`src/rtl/pc_sequencer.sv`:
```
// rtl/pc_sequencer.sv - fetch-side PC owner: imem req/ack sequencing, decode handoff, redirect select
module pc_sequencer #(
  parameter logic [31:0] RESET_PC = 32'h0000_0000
) (
  input  logic        clk,
  input  logic        rst_n,
  output logic        imem_req,
  output logic [31:0] imem_addr,
  input  logic        imem_ack,
  output logic        instr_valid,
  output logic [31:0] pc_out,
  input  logic        stall,
  input  logic        branch_taken,
  input  logic [31:0] branch_target,
  input  logic        jump,
  input  logic [31:0] jump_target,
  input  logic        flush,
  input  logic [31:0] flush_target,
  output logic        pc_sel,
  output logic [31:0] fetch_count
);

  typedef enum logic [1:0] {
    IDLE  = 2'd0,
    FETCH = 2'd1,
    ISSUE = 2'd2,
    DRAIN = 2'd3
  } state_t;

  state_t      state_q, state_d;
  logic [31:0] pc_q, pc_d;
  logic        pc_sel_q, pc_sel_d;
  logic [31:0] count_q, count_d;
  logic [31:0] pending_q, pending_d;

  function automatic logic [31:0] align(input logic [31:0] a);
    return a & ~32'h3;
  endfunction

  always_ff @(posedge clk or negedge rst_n) begin
    if (!rst_n) begin
      state_q   <= IDLE;
      pc_q      <= RESET_PC;
      pc_sel_q  <= 1'b0;
      count_q   <= 32'd0;
      pending_q <= 32'd0;
    end else begin
      state_q   <= state_d;
      pc_q      <= pc_d;
      pc_sel_q  <= pc_sel_d;
      count_q   <= count_d;
      pending_q <= pending_d;
    end
  end

  always_comb begin
    state_d   = state_q;
    pc_d      = pc_q;
    pc_sel_d  = pc_sel_q;
    count_d   = count_q;
    pending_d = pending_q;
    unique case (state_q)
      IDLE: begin
        state_d = FETCH;
        if (flush) begin
          pc_d     = align(flush_target);
          pc_sel_d = 1'b1;
        end
      end
      FETCH: begin
        if (imem_ack && flush) begin
          // Returned data belongs to the squashed path; refetch from the redirect.
          pc_d     = align(flush_target);
          pc_sel_d = 1'b1;
        end else if (imem_ack) begin
          state_d = ISSUE;
        end else if (flush) begin
          pending_d = align(flush_target);
          state_d   = DRAIN;
        end
      end
      DRAIN: begin
        // The outstanding request cannot be withdrawn; the newest redirect wins.
        if (flush) pending_d = align(flush_target);
        if (imem_ack) begin
          pc_d     = flush ? align(flush_target) : pending_q;
          pc_sel_d = 1'b1;
          state_d  = FETCH;
        end
      end
      ISSUE: begin
        if (flush) begin
          pc_d     = align(flush_target);
          pc_sel_d = 1'b1;
          state_d  = FETCH;
        end else if (!stall) begin
          count_d = count_q + 32'd1;
          state_d = FETCH;
          if (jump) begin
            pc_d     = align(jump_target);
            pc_sel_d = 1'b1;
          end else if (branch_taken) begin
            pc_d     = align(branch_target);
            pc_sel_d = 1'b1;
          end else begin
            pc_d     = pc_q + 32'd4;
            pc_sel_d = 1'b0;
          end
        end
      end
      default: state_d = IDLE;
    endcase
  end

  assign imem_req    = (state_q == FETCH) || (state_q == DRAIN);
  assign instr_valid = (state_q == ISSUE);
  assign imem_addr   = pc_q;
  assign pc_out      = pc_q;
  assign pc_sel      = pc_sel_q;
  assign fetch_count = count_q;

endmodule
```
`config.mk`:
```
export PLATFORM = sky130hd
export DESIGN_NAME = pc_sequencer
export DESIGN_NICKNAME = d
export VERILOG_FILES = /design/src/rtl/pc_sequencer.sv
export SDC_FILE = /design/constraint.sdc
export NUM_CORES = 1
export LEC_CHECK = 0
export CAP_MARGIN = 30
export CELL_PAD_IN_SITES_DETAIL_PLACEMENT = 1
export CELL_PAD_IN_SITES_GLOBAL_PLACEMENT = 2
export CORE_UTILIZATION = 27
export DETAILED_ROUTE_END_ITERATION = 8
export GPL_ROUTABILITY_DRIVEN = 0
export PLACE_DENSITY = 0.77
export SETUP_SLACK_MARGIN = 0.1
export SKIP_LAST_GASP = 1
export SYNTH_ARGS = -nofsm -noshare
export SYNTH_HDL_FRONTEND = slang
export SYNTH_SLANG_ARGS = --single-unit
export TNS_END_PERCENT = 100
```
`constraint.sdc`:
```
create_clock -name clk -period 3 [get_ports clk]
set_clock_uncertainty 0.1 [all_clocks]
set_input_delay 0.6 -clock clk [delete_from_list [all_inputs] [get_ports clk]]
set_output_delay 0.6 -clock clk [all_outputs]
set_load 0.01 [all_outputs]
```
==> qor.csv <==
stage;metric;value;unit
run_status;status;completed;
critical_path;critical path arrival;2.07;ns
logic_synthesis;Synth top area share;40.15;%
timing;Final period util;92.24;%
die;die height;153.2;µm
timing;Hold Vio Cnt, Final;0;
placement;DP HPWL;17.97;mm
global_routing;largest net degree at the start of global routing;48;
finish;Area Growth Syn to Fin;41.30;%
clocking;CTS H-tree depth;3;
die;die width;153.2;µm
finish;# diodes;0;
global_routing;first-pass GRT wire length;36.94;mm
routing;Total Wirelength;23.67;mm
timing;RSZ-0062 raised after global routing;false;
timing;setup ws final;0.2327;ns
flow_run;Max Cap Violations;0;
critical_path;Critical Path RT;2.30;ns
hold_path;worst hold path class;input pin to async pin;
clocking;number of CTS-inserted buffers;9;
die;Cell Rows;54;
critical_path;CP endpoint kind;primary output;
timing;setup tns final;0;ns
logic_synthesis;Synth area leader;dfrtp_1;
timing;Slew Limit Fails;0;
critical_path;Startpoint Class;register;
clocking;Clock Tree Root;clkbuf_16;
timing;fmax;361.4;MHz
routing;Iteration-0 DRC Markers;317;
critical_path;slowest stage cell, crit path;dfrtp_1;
die;Initial Util;27.93;%
clocking;CTS resizes;0;
logic_synthesis;Post-synth top flop;dfrtp_1;
logic_synthesis;top cells by area, synth;dfrtp_1 (40%), mux2_2 (5.5%), nand2_1 (5.2%);
routing;DR pass1 iterations;5;
placement;pre-CTS WS;0.04835;ns
clocking;Clock transition at path regs;0.07;ns
placement;PortBufs;195;
die;die area;0.02346;mm²
logic_synthesis;top cells by count, synth;dfrtp_1 (99), nand2_1 (86), clkbuf_1 (36);
critical_path;Crit path largest cell delay;0.61;ns
pwr;Pwr Total;4.556;mW
pwr;PwrDens;522.5;mW/mm²
pwr;Pleak;3.515;nW
clocking;clock sink total;99;
global_routing;initial antenna violation count;0;
logic_synthesis;register bit count reported by yosys;99;
logic_synthesis;synth warn;0;
logic_synthesis;syn_nets;779;
routing;drt via density;5.377;
critical_path;Worst Path Max Fanout;12;
routing;WL/cell;20.87;µm
finish;layout cells sized above 1;12.88;%
clocking;Clk Latency, worst-skew pair;0.36;ns
clocking;hold_buf cts;0;
timing;Rel. slew slack;59.34;%
logic_synthesis;cell area after synthesis;0.006171;mm²
timing;Setup-failing EPs final;0;
logic_synthesis;synthesized instance count;674;
routing;Antenna Nets Post-Route;0;
clocking;CTS tree;done;
timing;hold_ws;0.07316;ns
global_routing;vias in the first global route;6168;
critical_path;cells along the critical path;nand2b_1 -> inv_2 -> clkdlybuf4s50_1;
routing;Residual DRC;0;
die;Core Area;0.02209;mm²
finish;Final #Nets;954;
logic_synthesis;Avg Synthesized Cell Area;9.156;µm²
clocking;Post-CTS Setup Bufs;0;
die;Top Ports;202;
critical_path;Crit Path Category;register to primary output;
logic_synthesis;register area share after synthesis;40.15;%
logic_synthesis;async set or reset register ratio after synthesis;100.0;%
global_routing;GRT overflow;0;
critical_path;WP buf/inv;2;
clocking;clock buffer depth;2;
logic_synthesis;number of synthesized flops with an enable pin;0;
routing;vias;6098;
timing;Slew @ Worst Pin;0.6087;ns
pwr;Worst IR Drop VDD;236.3;µV
critical_path;r2r setup slk;0.46;ns
global_routing;GRT Total Usage;20.53;%
critical_path;cell family with most CP delay;buffers and inverters;
logic_synthesis;Synth cell types;71;
logic_synthesis;count leader, synth;dfrtp_1;
timing;fin crit period;2.767;ns
through the flow:
step	cell area, µm²	cells	util, %
5_1_grt	8720	1134	39.47
6_report	8720	1134	39.47
3_5_place_dp	8434	1118	38.18
3_3_place_gp	8434	1118	38.18
2_1_floorplan	6171	674	-
4_1_cts	8720	1134	39.47
power by group:
group	switching (mW)	leakage, nW	total, mW	internal [mW]
clock	0.571	0.138	1.17	0.599
combinational	0.697	2.14	1.55	0.851
sequential	0.297	1.24	1.84	1.54
total	1.57	3.52	4.56	2.99
routing by layer:
metal,GRT usage [%],routed length (µm),vias to the layer above
met5,0,0,-
met4,5.051,328,0
met3,2.949,1076,20
met2,34.12,11320,191
met1,27.94,10940,3084
li1,-,-,2803
final timing paths:
path | end | cells past startpoint | from
setup / recovery | instr_valid | 3 | state_q[1]
hold / removal | fetch_count[15] | 1 | rst_n
setup reg to reg | imem_addr[25] | 5 | imem_addr[8]
hold reg to reg | fetch_count[31] | 1 | fetch_count[31]
max in group asynchronous | pending_q[18] | 2 | rst_n
min in group clk | fetch_count[31] | 1 | fetch_count[31]
layout by cell type, fill, tap and decap left out, types with 22 or more instances in the layout:
cell,instances
clkdlybuf4s50_1,194
o21ai_0,32
xnor2_1,28
a21oi_1,22
mux2_2,30
nand3_1,34
nor2_1,28
dfrtp_1,99
nand2_1,86
buf_4,39
worst reg2reg max path: stages, from the launching register on:
cell and delay, ns:
dfrtp_1 0.53, nand4_2 0.37, or4_1 0.75, nor2_1 0.24, a41oi_1 0.14, o32a_1 0.31
cell families after synthesis:
| group | synth area share [%] |
|---|---|
| mux | 6.934 |
| xor+xnor | 5.819 |
| compound gates | 19.08 |
| buf+inv | 7.583 |
| simple gates | 20.03 |
| flops | 40.15 |
| fa+ha+maj | 0.4055 |
registers in the layout, indices dropped and copies added (netlist names):
signal,count
imem_addr,32
fetch_count,32
pending_q,32
pc_sel,1
state_q,2
cell type report:
| cell class | instances | area, µm² |
|---|---|---|
| Timing Repair Buffer | 237 | 2315 |
| Tap cell | 280 | 350.3 |
| Fill cell | 2536 | 13370 |
| Clock buffer | 11 | 242.7 |
| Clock inverter | 5 | 42.54 |
| Multi-Input combinational cell | 487 | 3236 |
| Inverter | 15 | 56.30 |
| Sequential cell | 99 | 2477 |
(Power assumes the default switching activity.)
